===== src/rtl/alu_pipe_hs_if.sv =====
// Operation/result handshake bundle between decode, the ALU and writeback.
// master drives operations and consumes results; slave is the ALU side.
interface alu_pipe_hs_if #(
  parameter int DATA_W = 32
);
  logic              in_valid;
  logic              in_ready;
  logic [5:0]        opcode;
  logic [5:0]        func_field;
  logic [DATA_W-1:0] a;
  logic [DATA_W-1:0] b;
  logic              out_valid;
  logic              out_ready;
  logic [DATA_W-1:0] result;
  logic              zero;
  logic              overflow;
  logic              illegal;

  modport master (
    output in_valid, opcode, func_field, a, b, out_ready,
    input  in_ready, out_valid, result, zero, overflow, illegal
  );

  modport slave (
    input  in_valid, opcode, func_field, a, b, out_ready,
    output in_ready, out_valid, result, zero, overflow, illegal
  );
endinterface


===== src/rtl/alu_pipe_hs.sv =====
// Registered MIPS-style ALU with valid/ready on both sides and an iterative
// shift-add multiplier that occupies the block for DATA_W cycles.
module alu_pipe_hs #(
  parameter int DATA_W = 32,
  parameter int MUL_EN = 1
) (
  input logic          clk,
  input logic          rst_n,
  alu_pipe_hs_if.slave bus
);
  localparam int SHW = $clog2(DATA_W);
  localparam logic [SHW-1:0] CNT_LAST = SHW'(DATA_W - 1);

  typedef enum logic { IDLE, MUL } state_t;
  typedef enum logic [3:0] {
    OP_ADD, OP_SUB, OP_AND, OP_OR, OP_NOR, OP_SLT, OP_SLTU,
    OP_SLL, OP_SRL, OP_SRA, OP_MUL
  } op_t;

  function automatic logic add_ovf(input logic sa, input logic sb, input logic sr);
    return (sa == sb) && (sr != sa);
  endfunction

  function automatic logic sub_ovf(input logic sa, input logic sb, input logic sr);
    return (sa != sb) && (sr != sa);
  endfunction

  state_t            state_q;
  logic              out_valid_q;
  logic [DATA_W-1:0] result_q;
  logic              zero_q, overflow_q, illegal_q;
  logic [SHW-1:0]    cnt_q;
  logic [DATA_W-1:0] acc_q, mcand_q, mplier_q;

  op_t                      dec_op;
  logic                     dec_ill;
  logic signed [DATA_W-1:0] a_s, b_s;
  logic [SHW-1:0]           shamt;
  logic [DATA_W-1:0]        sum, diff, alu_res, acc_d;
  logic                     alu_ovf, accept, pop;

  always_comb begin
    dec_op  = OP_ADD;
    dec_ill = 1'b0;
    case (bus.opcode)
      6'h00: begin
        case (bus.func_field)
          6'h20: dec_op = OP_ADD;
          6'h22: dec_op = OP_SUB;
          6'h24: dec_op = OP_AND;
          6'h25: dec_op = OP_OR;
          6'h27: dec_op = OP_NOR;
          6'h2A: dec_op = OP_SLT;
          6'h2B: dec_op = OP_SLTU;
          6'h00: dec_op = OP_SLL;
          6'h02: dec_op = OP_SRL;
          6'h03: dec_op = OP_SRA;
          6'h18: begin
            if (MUL_EN != 0) dec_op = OP_MUL;
            else             dec_ill = 1'b1;
          end
          default: dec_ill = 1'b1;
        endcase
      end
      6'h04, 6'h05: dec_op = OP_SUB;
      6'h23, 6'h2B: dec_op = OP_ADD;
      default:      dec_ill = 1'b1;
    endcase
  end

  assign a_s   = bus.a;
  assign b_s   = bus.b;
  assign shamt = bus.b[SHW-1:0];
  assign sum   = bus.a + bus.b;
  assign diff  = bus.a - bus.b;

  always_comb begin
    alu_res = sum;
    alu_ovf = 1'b0;
    case (dec_op)
      OP_ADD:  begin alu_res = sum;  alu_ovf = add_ovf(bus.a[DATA_W-1], bus.b[DATA_W-1], sum[DATA_W-1]); end
      OP_SUB:  begin alu_res = diff; alu_ovf = sub_ovf(bus.a[DATA_W-1], bus.b[DATA_W-1], diff[DATA_W-1]); end
      OP_AND:  alu_res = bus.a & bus.b;
      OP_OR:   alu_res = bus.a | bus.b;
      OP_NOR:  alu_res = ~(bus.a | bus.b);
      OP_SLT:  alu_res = {{(DATA_W-1){1'b0}}, (a_s < b_s)};
      OP_SLTU: alu_res = {{(DATA_W-1){1'b0}}, (bus.a < bus.b)};
      OP_SLL:  alu_res = bus.a << shamt;
      OP_SRL:  alu_res = bus.a >> shamt;
      OP_SRA:  alu_res = DATA_W'(a_s >>> shamt);
      default: alu_res = sum;
    endcase
  end

  // Ready depends only on registered state and the downstream ready, never on in_valid.
  assign bus.in_ready = (state_q == IDLE) && (!out_valid_q || bus.out_ready);
  assign accept       = bus.in_valid && bus.in_ready;
  assign pop          = out_valid_q && bus.out_ready;
  assign acc_d        = acc_q + (mplier_q[0] ? mcand_q : '0);

  always_ff @(posedge clk) begin
    if (!rst_n) begin
      state_q     <= IDLE;
      out_valid_q <= 1'b0;
      result_q    <= '0;
      zero_q      <= 1'b1;
      overflow_q  <= 1'b0;
      illegal_q   <= 1'b0;
      cnt_q       <= '0;
      acc_q       <= '0;
      mcand_q     <= '0;
      mplier_q    <= '0;
    end else begin
      if (pop) out_valid_q <= 1'b0;
      if (state_q == IDLE) begin
        if (accept) begin
          if (dec_op == OP_MUL) begin
            state_q  <= MUL;
            mcand_q  <= bus.a;
            mplier_q <= bus.b;
            acc_q    <= '0;
            cnt_q    <= '0;
          end else begin
            result_q    <= alu_res;
            zero_q      <= (alu_res == '0);
            overflow_q  <= alu_ovf;
            illegal_q   <= dec_ill;
            out_valid_q <= 1'b1;
          end
        end
      end else begin
        // One partial product per cycle; the last step loads the result directly.
        acc_q    <= acc_d;
        mcand_q  <= mcand_q << 1;
        mplier_q <= mplier_q >> 1;
        cnt_q    <= cnt_q + SHW'(1);
        if (cnt_q == CNT_LAST) begin
          state_q     <= IDLE;
          cnt_q       <= '0;
          result_q    <= acc_d;
          zero_q      <= (acc_d == '0);
          overflow_q  <= 1'b0;
          illegal_q   <= 1'b0;
          out_valid_q <= 1'b1;
        end
      end
    end
  end

  assign bus.out_valid = out_valid_q;
  assign bus.result    = result_q;
  assign bus.zero      = zero_q;
  assign bus.overflow  = overflow_q;
  assign bus.illegal   = illegal_q;
endmodule

===== src/flat_wrapper.sv =====
// flat-port wrapper written by rule: the top's interface ports become plain ports
module alu_pipe_hs_flat 
#(
  parameter int DATA_W = 32,
  parameter int MUL_EN = 1
)
  (clk, rst_n, bus_in_valid, bus_opcode, bus_func_field, bus_a, bus_b, bus_out_ready, bus_in_ready, bus_out_valid, bus_result, bus_zero, bus_overflow, bus_illegal);
  alu_pipe_hs_if #(.DATA_W(DATA_W)) bus_i ();
  input logic clk;
  input logic rst_n;
  input wire logic [$bits(bus_i.in_valid)-1:0] bus_in_valid;
  input wire logic [$bits(bus_i.opcode)-1:0] bus_opcode;
  input wire logic [$bits(bus_i.func_field)-1:0] bus_func_field;
  input wire logic [$bits(bus_i.a)-1:0] bus_a;
  input wire logic [$bits(bus_i.b)-1:0] bus_b;
  input wire logic [$bits(bus_i.out_ready)-1:0] bus_out_ready;
  output wire logic [$bits(bus_i.in_ready)-1:0] bus_in_ready;
  output wire logic [$bits(bus_i.out_valid)-1:0] bus_out_valid;
  output wire logic [$bits(bus_i.result)-1:0] bus_result;
  output wire logic [$bits(bus_i.zero)-1:0] bus_zero;
  output wire logic [$bits(bus_i.overflow)-1:0] bus_overflow;
  output wire logic [$bits(bus_i.illegal)-1:0] bus_illegal;
  assign bus_i.in_valid = bus_in_valid;
  assign bus_i.opcode = bus_opcode;
  assign bus_i.func_field = bus_func_field;
  assign bus_i.a = bus_a;
  assign bus_i.b = bus_b;
  assign bus_i.out_ready = bus_out_ready;
  assign bus_in_ready = bus_i.in_ready;
  assign bus_out_valid = bus_i.out_valid;
  assign bus_result = bus_i.result;
  assign bus_zero = bus_i.zero;
  assign bus_overflow = bus_i.overflow;
  assign bus_illegal = bus_i.illegal;
  alu_pipe_hs #(.DATA_W(DATA_W), .MUL_EN(MUL_EN)) u_core (.clk(clk), .rst_n(rst_n), .bus(bus_i));
endmodule

===== config.mk =====
export PLATFORM = sky130hd
export DESIGN_NAME = alu_pipe_hs_flat
export DESIGN_NICKNAME = d
export VERILOG_FILES = /design/src/rtl/alu_pipe_hs_if.sv /design/src/rtl/alu_pipe_hs.sv /design/src/flat_wrapper.sv
export SDC_FILE = /design/constraint.sdc
export NUM_CORES = 1
export LEC_CHECK = 0
export CAP_MARGIN = 15
export CORE_UTILIZATION = 38
export DETAILED_ROUTE_END_ITERATION = 8
export PLACE_DENSITY = 0.63
export REMOVE_ABC_BUFFERS = 1
export SLEW_MARGIN = 40
export SYNTH_ARGS = -nofsm -noshare
export SYNTH_HDL_FRONTEND = slang
export SYNTH_SLANG_ARGS = --single-unit
export TNS_END_PERCENT = 100

===== constraint.sdc =====
create_clock -name clk -period 14.9 [get_ports clk]
set_input_delay 2.98 -clock clk [delete_from_list [all_inputs] [get_ports clk]]
set_output_delay 2.98 -clock clk [all_outputs]
set_load 0.02 [all_outputs]

==> Word level (Yosys, flattened, before mapping) <==
Index checks and enable logic that the tools add are counted.
{ "classes": {"shift": 3, "bitwise_logic": 5, "n_addsub": 4, "eq_ne": 31, "muxes": 44, "reduce_logical": 21, "magnitude_cmp": 2} }
{ "op_table": {"columns": ["op", "n"], "rows": [
  ["$mux 32", 11],
  ["$pmux 32 s9", 1],
  ["$mux 31", 3],
  ["$add 32x32->32", 2],
  ["$logic_not 32->1", 2],
  ["$lt 32x32->1", 2],
  ["$eq 6x6->1 const B", 9],
  ["$pmux 4 s10", 1],
  ["$and 32x32->32", 1],
  ["$not 32->32", 1],
  ["$or 32x32->32", 1],
  ["$shl 32x5->32", 1],
  ["$shr 32x5->32", 1],
  ["$sshr 32x5->32", 1],
  ["$sub 32x32->32", 1],
  ["$mux 1", 21],
  ["$mux 5", 4],
  ["$eq 4x3->1 const B", 4],
  ["$eq 4x4->1 const B", 3],
  ["$eq 6x2->1 const B", 2],
  ["$eq 6x3->1 const B", 2],
  ["$logic_not 6->1", 2],
  ["$reduce_or 11->1", 1],
  ["$eq 4x2->1 const B", 2],
  ["20 further kinds", 31]
]} }
{ "totals": {"input_bits": 80, "reg_bits": 138, "out_inout_bits": 37} }

==> Depth between registers and ports, before layout <==
{ "logic_depth": {"ltp_word": 9, "ltp_mapped": 18} }

==> Worst setup path after synthesis <==
OpenSTA, ideal clock, no wires.
{ "synth_path": {"kind": "input-to-reg", "from": "input port bus_b[2]", "to": "register u_core.zero_q (netlist: u_core.bus.zero)", "required_time_ns": 14.841, "setup_slack_ns": 7.583, "n_path_buf": 4, "arrival_ns": 7.258, "setup_ns": 0.059, "path_stages": 18, "cell_sequence": "clkinv_1 > buf_1 > clkbuf_1 > clkbuf_1 > ha_1 > buf_6 > nand2b_1 > a2111o_1 > a211oi_4 > o21ai_2 > a21boi_2 > o211ai_1 > a211o_1 > a221o_1 > a2111o_1 > nor4_1 > and4_1 > o31a_1"} }
{ "synth_via": {"elab_chain_len": 7, "word_cells_on_any_way": 15} }
{ "synth_rtl": {"columns": ["item", "line_no", "source"], "rows": [
  ["start, declared", "flat_wrapper.sv:15", "input wire logic [$bits(bus_i.b)-1:0] bus_b;"],
  ["branches (longest 2 deep; another with $add 32x32->32)", null, null],
  ["$pmux 32 s9 *", "alu_pipe_hs.sv:80", "case (dec_op)"],
  ["$logic_not 32->1 *", "alu_pipe_hs.sv:125", "zero_q <= (alu_res == '0);"],
  ["$mux 1 *", "alu_pipe_hs.sv:117", "if (dec_op == OP_MUL) begin"],
  ["$mux 1 *", "alu_pipe_hs.sv:116", "if (accept) begin"],
  ["$mux 1 *", "alu_pipe_hs.sv:115", "if (state_q == IDLE) begin"],
  ["end signal, assigned", "alu_pipe_hs.sv:125", null],
  ["end signal, assigned", "alu_pipe_hs.sv:141", "zero_q <= (acc_d == '0);"],
  ["end, declared", "alu_pipe_hs.sv:31", "logic zero_q, overflow_q, illegal_q;"]
]} }
Mark *: on every way between the ends. The select of a mux whose other input is x is not followed.
A chain may end at the register's enable or synchronous reset.

==> Worst setup path in the final report <==
Same ends and word-level chain as after synthesis.

==> results.cfg <==
[status]
status = finished, final reports clean

[floorplan]
core-area_um2 = 45770
die_h_um = 218.3
io_pins = 117
die_w_um = 218.3
start_util_pct = 38.83
rows = 78
die-area_um2 = 47640

[synthesis]
synth_cell_type_count = 101
synth_xor_area_share_pct = 2.365
synthSimpleGateAreaFrac_pct = 22.60
syn_area_per_cell_um2 = 7.288
synth_area_um2 = 17770
yosys_register_bits = 138
synth_mux_area_share_pct = 10.81
synth-edff-count = 0
yosysWarnings = 0
seq_area_frac_synth_pct = 15.54
async_flop_share_pct = 0
syn_inst = 2439
synth_top_family_by_area = compound AO/OA/AOI/OAI gates
synth_top_flop_cell = dfxtp_1
synth_compound_area_share_pct = 32.11
synthAdderAreaFrac_pct = 9.489

[power_and_ir_drop]
share_comb_of_total_power_pct = 38.8
p_switching_mw = 0.5417
power.density_nw_per_um2 = 68.90
p_leak_nw = 7.701
vdd_drop_max_v = 0.0001022
switching_share_pct = 39.50
p_seq_share_pct = 28.1
clkPwrFrac_pct = 33.1
p_int_mw = 0.8295

[route]
drt_iter0_drc = 2617
wl_um = 91920
viasPerCell = 6.742
ant_nets = 0
drc = 0
via_count = 20580
post_drt_wl_per_cell_um = 30.11
drt_pass1_iterations = 6

[worst_setup_path]
required_ns = 15.31
start_kind = input port
path_class = input port to register
endpoint_kind = register
arrival_ns = 8.43
critical_path.max_fanout = 41

[finish]
nets = 2649
regArea_um2 = 2768
layout_common_cells = 293 x nand2_1, 264 x a21oi_1, 212 x nor2_1, 136 x dfxtp_1, 130 x ha_1
final_common_cell = nand2_1
n_fill_cell = 4712
multiInputGateArea_um2 = 13810
layout-drive-gt1-share_pct = 9.432
synthToLayoutAreaGrowth_pct = 11.96

[placed_design]
place_congestion = 1.104
numPortBuffers = 116
hpwlAfterDp_um = 69540
pre_cts_slack_ns = 6.634

[global_routing]
grt_pass1_vias = 19080
grt_max_degree = 80
antenna_found_initial = 3
grt_pass1_wl_um = 132400
overflow = 0
track_usage_pct = 38.00

[timing]
slew_headroom_pct = 38.26
tightest_slew_ns = 0.9232
skew_ns = 0.01373
hold_viol_final = 0
setup_tns_ns = 0
min_period_over_period_pct = 53.79
finalMaxSlewViolations = 0
setup_ws_ns = 6.886
setup_violations = 0
rsz0062_at_grt = no
max_freq_mhz = 124.8
min_period_ns = 8.014

[clock_network]
cts_setup_buffers = 0
postCtsHoldBufs = 0
cts.reportedPaths.clkPinSlew_ns = 0.07
clockBufferDepth = 2
cts-root-buf = clkbuf_16
cts_buffers = 17
cts_sinks = 138
cts_resized = 0
clk_latency_ns = 0.47
htree_levels = 4
cts_tree = yes

[run]
max-cap-violations = 0

[worst_hold_path]
hp-class = register to register
power by group through the flow:
| stage | logic [mW] | clock network (mW) | registers, mW |
|---|---|---|---|
| 6_report | 0.532 | 0.454 | 0.385 |
| 2_1_floorplan | 0.272 | 0 | 0.404 |
| 5_1_grt | 0.555 | 0.474 | 0.386 |
| 4_1_cts | 0.514 | 0.462 | 0.385 |
| 3_3_place_gp | 0.516 | 0 | 0.393 |
| 3_5_place_dp | 0.511 | 0 | 0.393 |
cell families (layout without fill, tap and decap cells):
group | Yosys count | in the layout
AO/OA/AOI/OAI | 846 | 846
XOR/XNOR | 48 | 48
flip-flops | 138 | 138
AND/OR/NAND/NOR | 845 | 845
adder cells (fa/ha/maj) | 133 | 133
other | 0 | 4
multiplexers | 124 | 124
buffers and inverters | 305 | 315
layout make-up:
cell class              count  area share [%]
flip-flops and latches    138           13.91
diodes                      4         0.05030
well taps                 600           3.772
repair buffers            169           7.702
clock buffers              18           2.157
inverters                 114           2.163
clock inverters            14          0.8551
multi-input cells        1996           69.39
Yosys cell counts (21+ instances only):
library cell  count  share of area (%)
nor2_1          216                4.6
and3_1           28               0.99
a21o_1           32                1.4
mux4_2           51                6.5
nor4_1           25               0.88
clkbuf_1        134                2.8
a31oi_1          39                1.4
o21ai_0         107                3.0
mux2i_1          39                2.2
dfxtp_1         138                 16
xnor2_1          30                1.5
nand2_1         293                6.2
a211oi_1         48                2.0
inv_1           109                2.3
a22oi_1          61                2.6
nand4_1          26               0.92
and2_1           46                1.6
nand3_1          41                1.2
nand2b_1         21               0.74
mux2_2           33                2.1
a21oi_1         265                7.5
o211ai_1         43                1.8
ha_1            130                9.2
nor3_1           55                1.5
buf_2            28               0.79
stage by stage:
| step | hold WS, ns | instances | cell area (um^2) | util [%] | power, mW |
|---|---|---|---|---|---|
| final | 0.4572 | 3053 | 19900 | 43.48 | 1.371 |
| after CTS | 0.4566 | 3049 | 19870 | 43.42 | 1.361 |
| after global placement | 0.4440 | 3016 | 19260 | 42.08 | 0.9092 |
| after floorplan | 0.4319 | 2248 | 16940 | - | 0.6765 |
| after detailed placement | 0.4473 | 3017 | 19270 | 42.11 | 0.9043 |
| after global routing | 0.4726 | 3049 | 19890 | 43.46 | 1.415 |
state kept, by name, summed over array words and instances (netlist names):
signal                count
u_core.mcand_q           32
u_core.mplier_q          32
u_core.bus.out_valid      1
u_core.bus.illegal        1
u_core.bus.zero           1
u_core.bus.overflow       1
u_core.bus.result        32
u_core.state_q            1
u_core.acc_q             32
u_core.cnt_q              5
layer usage:
| layer | share of wire [%] | global-route usage (%) |
|---|---|---|
| met5 | 0.014 | 0 |
| met4 | 4.8 | 16.20 |
| met1 | 42 | 50.49 |
| met3 | 9.5 | 7.349 |
| met2 | 44 | 59.63 |
worst max-delay path, stage by stage:
cell and delay [ns]:
buf_2 0.07, buf_4 0.45, clkinv_1 0.76, ha_1 0.65
o211a_1 0.26, a211oi_1 0.53, o31a_1 0.36, o21ai_0 0.25
a21oi_1 0.37, o22a_1 0.20, a21oi_1 0.09, nor4_1 0.40
nand4_1 0.26, nor4_1 0.36, and4_1 0.26, o31a_1 0.14
worst paths after layout:
path	cells after the start	slack, ns	endpoint	startpoint
hold reg to reg	2	0.46	u_core.mplier_q[6]	u_core.mplier_q[6]
setup reg to reg	13	9.64	u_core.bus.zero	u_core.mplier_q[0]
hold / removal	2	0.46	u_core.mplier_q[6]	u_core.mplier_q[6]
setup / recovery	16	6.89	u_core.bus.zero	bus_b[2]
(Power assumes the default switching activity.)
